==> src/rtl/user_input_ctrl.sv <==
// user_input_ctrl: conditions the occupancy sensors and push-buttons for the toilet core
// (2-FF sync + debounce), tracks the user session and drives registered request levels.
// Optional build macro: USER_INPUT_AUTO_DEUR_EN adds the sit timer that classifies a
// session as defecation (reg_de_ur=1) once the user has been seated for SIT_CYCLES cycles.
`timescale 1ns/1ps
module user_input_ctrl #(
  parameter int DEB_CYCLES  = 4,
  parameter int HOLD_CYCLES = 20,
  parameter int SIT_CYCLES  = 100
) (
  input  logic clk,
  input  logic reset,
  input  logic raw_presence,
  input  logic raw_seat,
  input  logic btn_spray,
  input  logic btn_mode,
  input  logic btn_warm,
  input  logic count_drying_done,
  output logic reg_user_en,
  output logic reg_toilet_using,
  output logic reg_spray_en,
  output logic reg_spray_mode,
  output logic reg_de_ur,
  output logic warm_en
);

  localparam int NIN = 5;
  localparam logic [7:0] DEB_LAST  = 8'(DEB_CYCLES - 1);
  localparam logic [7:0] HOLD_LAST = 8'(HOLD_CYCLES - 1);

  typedef enum logic [2:0] {
    IDLE    = 3'd0,
    PRESENT = 3'd1,
    HOLD    = 3'd2,
    SEATED  = 3'd3,
    WASH    = 3'd4
  } state_t;

  // Input bit order: 0 presence, 1 seat, 2 spray, 3 mode, 4 warm
  logic [NIN-1:0] w_raw;
  logic [NIN-1:0] r_sync1;
  logic [NIN-1:0] r_sync2;
  logic [NIN-1:0] r_deb;
  logic [7:0]     r_debCnt [NIN];
  logic [2:0]     r_btnDly;
  logic [2:0]     w_press;
  logic           w_presence;
  logic           w_seat;
  logic           w_pressSpray;
  logic           w_pressMode;
  logic           w_pressWarm;
  logic           w_holdDone;
  logic [7:0]     r_holdCnt;
  state_t         r_state;
  state_t         w_next;

  assign w_raw = {btn_warm, btn_mode, btn_spray, raw_seat, raw_presence};

  // Two-flop synchroniser for every asynchronous input
  always_ff @(posedge clk) begin
    if (reset) begin
      r_sync1 <= '0;
      r_sync2 <= '0;
    end else begin
      r_sync1 <= w_raw;
      r_sync2 <= r_sync1;
    end
  end

  // Debouncers: the clean value flips once the synchronised input has disagreed for DEB_CYCLES cycles
  always_ff @(posedge clk) begin
    if (reset) begin
      r_deb <= '0;
      for (int i = 0; i < NIN; i++) r_debCnt[i] <= '0;
    end else begin
      for (int i = 0; i < NIN; i++) begin
        if (r_sync2[i] == r_deb[i]) begin
          r_debCnt[i] <= '0;
        end else if (r_debCnt[i] == DEB_LAST) begin
          r_deb[i]    <= r_sync2[i];
          r_debCnt[i] <= '0;
        end else begin
          r_debCnt[i] <= r_debCnt[i] + 8'd1;
        end
      end
    end
  end

  // Delayed copies of the debounced buttons so each press yields a single-cycle pulse
  always_ff @(posedge clk) begin
    if (reset) r_btnDly <= '0;
    else       r_btnDly <= r_deb[4:2];
  end

  assign w_press      = r_deb[4:2] & ~r_btnDly;
  assign w_pressSpray = w_press[0];
  assign w_pressMode  = w_press[1];
  assign w_pressWarm  = w_press[2];
  assign w_presence   = r_deb[0];
  assign w_seat       = r_deb[1];
  assign w_holdDone   = (r_holdCnt == HOLD_LAST);

  // Session next-state decision; the if-chains encode the event priorities in HOLD and WASH
  always_comb begin
    w_next = r_state;
    case (r_state)
      IDLE: begin
        if (w_presence) w_next = PRESENT;
      end
      PRESENT: begin
        if (w_seat)           w_next = SEATED;
        else if (!w_presence) w_next = HOLD;
      end
      HOLD: begin
        if (w_seat)          w_next = SEATED;
        else if (w_presence) w_next = PRESENT;
        else if (w_holdDone) w_next = IDLE;
      end
      SEATED: begin
        if (!w_seat)           w_next = PRESENT;
        else if (w_pressSpray) w_next = WASH;
      end
      WASH: begin
        if (!w_seat)                w_next = PRESENT;
        else if (count_drying_done) w_next = SEATED;
        else if (w_pressSpray)      w_next = SEATED;
      end
      default: w_next = IDLE;
    endcase
  end

  // Session state, hold timer and request outputs, all registered from the next state
  always_ff @(posedge clk) begin
    if (reset) begin
      r_state          <= IDLE;
      r_holdCnt        <= '0;
      reg_user_en      <= 1'b0;
      reg_toilet_using <= 1'b0;
      reg_spray_en     <= 1'b0;
      reg_spray_mode   <= 1'b0;
      warm_en          <= 1'b0;
    end else begin
      r_state <= w_next;
      if ((r_state == HOLD) && (w_next == HOLD)) r_holdCnt <= r_holdCnt + 8'd1;
      else                                       r_holdCnt <= '0;
      reg_user_en      <= (w_next != IDLE);
      reg_toilet_using <= (w_next == SEATED) || (w_next == WASH);
      reg_spray_en     <= (w_next == WASH);
      if (w_next == IDLE)                          reg_spray_mode <= 1'b0;
      else if (w_pressMode && (r_state != IDLE))   reg_spray_mode <= ~reg_spray_mode;
      if (w_pressWarm) warm_en <= ~warm_en;
    end
  end

`ifdef USER_INPUT_AUTO_DEUR_EN
  localparam logic [15:0] SIT_LIM = 16'(SIT_CYCLES);

  logic [15:0] r_sitCnt;
  logic        r_deUr;
  logic        w_seatedNow;

  assign w_seatedNow = (r_state == SEATED) || (r_state == WASH);

  // Sit timer restarts when the user sits down; the classification latches until the session ends
  always_ff @(posedge clk) begin
    if (reset) begin
      r_sitCnt <= '0;
      r_deUr   <= 1'b0;
    end else begin
      if ((w_next == SEATED) && ((r_state == PRESENT) || (r_state == HOLD)))
        r_sitCnt <= '0;
      else if (w_seatedNow && (r_sitCnt != 16'hFFFF))
        r_sitCnt <= r_sitCnt + 16'd1;
      if (w_next == IDLE)
        r_deUr <= 1'b0;
      else if (w_seatedNow && (r_sitCnt >= SIT_LIM))
        r_deUr <= 1'b1;
    end
  end

  assign reg_de_ur = r_deUr;
`else
  // Without the sit timer every session is treated as urination; SIT_CYCLES has no effect
  assign reg_de_ur = 1'b0 & (SIT_CYCLES != 0);
`endif

endmodule

==> config.mk <==
export PLATFORM = sky130hd
export DESIGN_NAME = user_input_ctrl
export DESIGN_NICKNAME = d
export VERILOG_FILES = /design/src/rtl/user_input_ctrl.sv
export SDC_FILE = /design/constraint.sdc
export NUM_CORES = 1
export LEC_CHECK = 0
export BUFFER_PORTS_ARGS = -buffer_cell sky130_fd_sc_hd__buf_2
export CORE_MARGIN = 8
export CORE_UTILIZATION = 50
export DETAILED_ROUTE_END_ITERATION = 16
export GPL_ROUTABILITY_DRIVEN = 0
export PLACE_DENSITY = 0.67
export SKIP_CTS_REPAIR_TIMING = 1
export SYNTH_ARGS = -nofsm -noshare
export SYNTH_HDL_FRONTEND = slang
export SYNTH_SLANG_ARGS = --single-unit
==> constraint.sdc <==
create_clock -name clk -period 1.87 [get_ports clk]
set_input_delay 0.374 -clock clk [delete_from_list [all_inputs] [get_ports clk]]
set_output_delay 0.374 -clock clk [all_outputs]
set_load 0.01 [all_outputs]
# Word level (Yosys, flattened, before mapping)
# Memory sizes are Yosys's and may differ from the RTL's.
# Cells that the tools add are included.
[classes]
n_bitwise = 25
n_addsub = 6
muxes = 84
reduce_logical = 14
n_eq_ne = 18
[ops]
columns = ["cell", "n"]
rows = [
  ["2-to-1 mux 8 bit", 15],
  ["2-to-1 mux 1 bit", 57],
  ["adder 8 x 1 -> 8 bit, second input constant", 6],
  ["equality test 8 x 2 -> 1 bit, second input constant", 5],
  ["2-to-1 mux 3 bit", 11],
  ["OR 1 bit", 15],
  ["case mux 3 bit (5 select lines)", 1],
  ["equality test 3 x 2 -> 1 bit, second input constant", 4],
  ["AND reduction 2 bit", 5],
  ["equality test 8 x 5 -> 1 bit, second input constant", 1],
  ["NOT 1 bit", 8],
  ["equality test 3 bit, second input constant", 2],
  ["zero test 3 bit", 2],
  ["nonzero test 3 bit", 2],
  ["equality test 1 bit", 5],
  ["OR reduction 2 bit", 2],
  ["bitwise AND 3 bit", 1],
  ["equality test 3 x 1 -> 1 bit, second input constant", 1],
  ["NOT 3 bit", 1],
  ["logical AND 1 bit", 2],
  ["logical OR 1 bit", 1],
]
[totals]
regBits = 34
out_inout_bits = 6
mem_count = 1
ramBits = 40
inputBits = 8
wordCells = 163
[mem_list]
columns = ["memory", "depth", "word_bits", "read_ports", "rd_ports_with_merged_regs", "wr", "line", "rtl"]
rows = [
  ["r_debCnt", 5, 8, 5, 0, 5, "44", "logic [7:0] r_debCnt [NIN];"],
]

# Logic depth before layout (Yosys ltp)
[depth]
ltp_word = 10
mapped_depth = 6
ltp_nobuf = 6

# Worst setup path after synthesis
# No wires, ideal clock.
[synth_path]
path_type = "reg-to-reg"
start = "reg r_state[1]"
end = "reg reg_spray_mode"
slack_ps = 337
setup_time_ps = 88
path_buffers = 1
synth_period_minus_slack_ps = 1533
t_arrival_ps = 1445
stages_incl_launch_ff = 7
required_ps = 1782
path_cell_list = "dfxtp_1 buf_6 or3b_4 o21bai_4 a22oi_4 nor2_2 a311oi_2"
[synth_via]
elab_chain_len = 6
elab_cells_between_ends = 21
cone_classes = "eq/ne (4); mux (12); reduce/logical (5)"
[synth_lines]
columns = ["item", "line", "rtl"]
rows = [
  ["from (decl)", "54", "state_t r_state;"],
  ["from (signal assigned)", "143", "r_state <= w_next;"],
  ["2-to-1 mux 3 bit, on equally long branches", "126, 117", ""],
  ["2-to-1 mux 3 bit, on equally long branches", "125, 116", ""],
  ["2-to-1 mux 3 bit, on equally long branches", "124, 115", ""],
  ["case mux 3 bit (5 select lines)", "106", "case (r_state)"],
  ["zero test 3 bit", "149", "if (w_next == IDLE) reg_spray_mode <= 1'b0;"],
  ["OR reduction 2 bit (no line)", "--", ""],
  ["to (signal assigned)", "150", "else if (w_pressMode && (r_state != IDLE)) reg_spray_mode <= ~reg_spray_mode;"],
  ["to (decl)", "22", "output logic reg_spray_mode,"],
]
# Several ways; a longest one is shown, not always the timed one.
# A chain may end at the register's enable or synchronous reset.

==> impl_metrics.csv <==
group,metric,value,unit
run_status,outcome,"finished, final reports clean",
timing,fin_crit_sh,87.9,%
cts,cts.path.max_buffers,2,
global_routing,grt_antenna_before_repair,0,
timing,report.final.slew_viol_count,0,
layout,layout_common_cells,"61 x nor2_1, 41 x conb_1, 40 x edfxtp_1, 34 x dfxtp_1, 25 x nand3_1",
drt,vias_per_cell,4.84,
drt,detailroute.wirelength.met2,2.23,mm
timing,achievable-frequency,609,MHz
logic_synthesis,synth_enable_flop_cells,40,
drt,drc,0,
cts,clk-insertion-delay-late,0.33,ns
timing,clock_skew,0.00513,ns
logic_synthesis,synth-main-ff-cell,"edfxtp_1",
logic_synthesis,synthMuxAreaShare,0.595,%
drt,met3RoutedLength,152,µm
floorplan,core-area,0.00664,mm²
global_routing,grt.overflow.total,0,
placed_design,hpwl_after_dpl,3.63,mm
placed_design,quantity_of_i_o_buffers_inserted_on_ports,12,
cts,clock_buffers_created_by_tritoncts,9,
global_routing,global_route_wire_length_before_repair,8.89,mm
floorplan,initial_standard_cell_utilization_of_the_core,50.6,%
floorplan,fp.dieW,98,µm
drt,top_layer_used,"met4",
placed_design,post_dp_cell_area,0.00365,mm²
layout,fraction_of_layout_instances_using_a_drive_strength_above_1,11.4,%
worst_setup_path,peak_fanout_along_the_critical_path,7,
logic_synthesis,post_synth_xor_area_fraction,11.2,%
cts,clkTransAtPathRegs,0.07,ns
layout,n_fill_cell,589,
drt,detailedRoute.firstIterationViolations,68,
drt,detailedRoute.firstPassIterationCount,4,
layout,post-route-cell-area,0.00386,mm²
layout,ff_latch_area,0.00188,mm²
worst_setup_path,critPathCaptureType,"flop",
logic_synthesis,yosys.area_share.adder,2.23,%
power,cellPowerDensity,816,mW/mm²
layout,mostFrequentLayoutCell,"nor2_1",
power,ir_drop,0.471,mV
floorplan,num_rows,30,
drt,wl_met1,2.63,mm
floorplan,full_die_area,0.00960,mm²
cts,cts.root.buffer_cell,"clkbuf_8",
drt,routed-via-count,2212,
floorplan,pin_count,14,
logic_synthesis,ffs_latches_synth,74,
worst_setup_path,path_cells,"ha_1 > nor4b_1 > nand2_1 > nand2_1 > nor2_1",
worst_setup_path,slowest_delay,0.38,ns
layout,multiInputGateArea,0.00158,mm²
logic_synthesis,area_fraction_in_and_or_nand_and_nor_cells_after_synthesis,22.6,%
global_routing,grt_util_all_layers,11.4,%
global_routing,grt_pass1_vias,2139,
timing,final-hold-violation-count,0,
global_routing,grt_start_max_net_pins,22,
cts,htreeDepth,3,
worst_setup_path,critical_path_arrival,1.72,ns
timing,timing.setup.tns,0,ns
logic_synthesis,synth_cells,314,
worst_setup_path,critPathLaunchType,"flop",
min_path,min-delay-path-class,"input port to flop",
drt,post_drt_wl_per_cell,11.1,µm
drt,wl,5.09,mm
logic_synthesis,dominant_combinational_cell_family_by_area_after_synthesis,"simple AND/OR/NAND/NOR gates",
logic_synthesis,synthesis.area,0.00336,mm²
worst_setup_path,required_time_worst_endpoint,1.95,ns
logic_synthesis,ys_async_sr_fraction,0,%
logic_synthesis,share_of_synthesized_area_occupied_by_flip_flops_and_latches,56.0,%
layout,final_net_count,386,
power,total_leakage_power,1.45,nW
logic_synthesis,compound_cell_area_share_of_the_yosys_netlist,5.51,%
worst_setup_path,timing.critical_path.mode_cell,"nand2_1",
cts,tritoncts,"yes",
worst_setup_path,critical_path_class,"flop to flop",
drt,route.antenna.remaining_nets,0,
cts,clock_sinks,74,
run,max_cap_viols,0,
logic_synthesis,yosysWarnings,0,
logic_synthesis,synthDistinctLibCells,42,
timing,final-setup-viol-count,0,
floorplan,dieHeight,98,µm
timing,grt_setup_unrepaired,"no",
worst_setup_path,crit_path_top_delay_cell,"edfxtp_1",
timing,final.min_clock_period,1.64,ns
layout,insertedDiodeCount,0,
logic_synthesis,postSynthAreaPerCell,10.7,µm²
layout,syn2layout_area_growth,14.8,%
[metal layers]
layer | GRT usage [%] | vias up
met5 | 0 | -
met3 | 3.27 | 5
li1 | - | 1160
met2 | 17.2 | 21
met4 | 6.95 | 0
met1 | 14.1 | 1026
[cells in the mapped netlist, types with 2 or more instances]
cell type  number  area [µm²]
or2_1           2        12.5
o22ai_1         2        12.5
o21ai_2         2        17.5
clkbuf_1        3        11.3
nand3_1        25         125
mux2i_1         2        20.0
conb_1          2        7.51
buf_4           2        15.0
a21oi_1         4        20.0
dfxtp_1        34         681
xor2_1         23         201
nand3b_1        2        15.0
nor2_1         61         229
and3_1         10        62.6
edfxtp_1       40        1200
nor4b_1         3        26.3
nor3b_1         2        15.0
nor3_1          8        40.0
xnor2_1        20         175
nor2b_1        14        87.6
a31oi_1         2        12.5
nand2_1        20        75.1
nand4_1         2        12.5
ha_1            6        75.1
inv_1           4        15.0
nor4_1          3        18.8
[layout make-up]
| class | count | area share, % |
|---|---|---|
| clock inverters | 3 | 0.421 |
| flip-flops and latches | 74 | 48.8 |
| repair buffers | 14 | 1.94 |
| inverters | 5 | 0.486 |
| clock buffers | 13 | 4.96 |
| well taps | 80 | 2.59 |
| multi-input cells | 268 | 40.8 |
[worst max-delay path, delay by kind of cell (launching register included)]
family / cells / cell delay (ns)
AND/OR/NAND/NOR: 4 / 0.78
flip-flops: 1 / 0.38
adder cells (fa/ha/maj): 1 / 0.23
[flip-flops by register name (all words and copies together), names as in the netlist]
register,count
reg_spray_en,1
r_deb,5
warm_en,1
reg_toilet_using,1
reg_spray_mode,1
reg_user_en,1
r_holdCnt,8
r_sync1,5
r_debCnt,40
r_state,3
r_btnDly,3
r_sync2,5
[cells by family (layout without fill, tap and decap cells)]
group,after synthesis,in the layout
buffers and inverters,11,35
xor gates and xnor gates,43,43
and+or+nand+nor,157,157
muxes,2,2
DFF,74,74
adders and majority gates,6,6
other,2,41
AOI/OAI and AO/OA,19,19
[power by group]
part	switching (mW)	internal, mW
clock network	0.560	0.677
logic	0.0628	0.0466
registers	0.0424	1.76
total	0.665	2.48
[per-stage QoR]
step | utilization (%) | cells | hold WS (ns) | worst slack (ns) | power (mW)
after floorplan | - | 353 | 0.414 | 0.337 | 1.91
after global placement | 54.9 | 441 | 0.420 | 0.191 | 1.94
after detailed placement | 54.9 | 441 | 0.423 | 0.132 | 1.95
after CTS | 58.0 | 457 | 0.243 | 0.0981 | 3.19
after global routing | 58.1 | 457 | 0.253 | 0.0588 | 3.27
final | 58.1 | 457 | 0.259 | 0.227 | 3.15
[path summary, 6_finish.rpt]
check                      start        endpoint  slack (ns)  cells past startpoint
setup / recovery  r_debCnt[3][0]  r_debCnt[3][2]        0.23                      5
hold reg to reg       r_sync1[1]      r_sync2[1]        0.44                      1
hold / removal          btn_warm      r_sync1[4]        0.26                      2
setup reg to reg  r_debCnt[3][0]  r_debCnt[3][2]        0.23                      5
(Power assumes the default switching activity.)
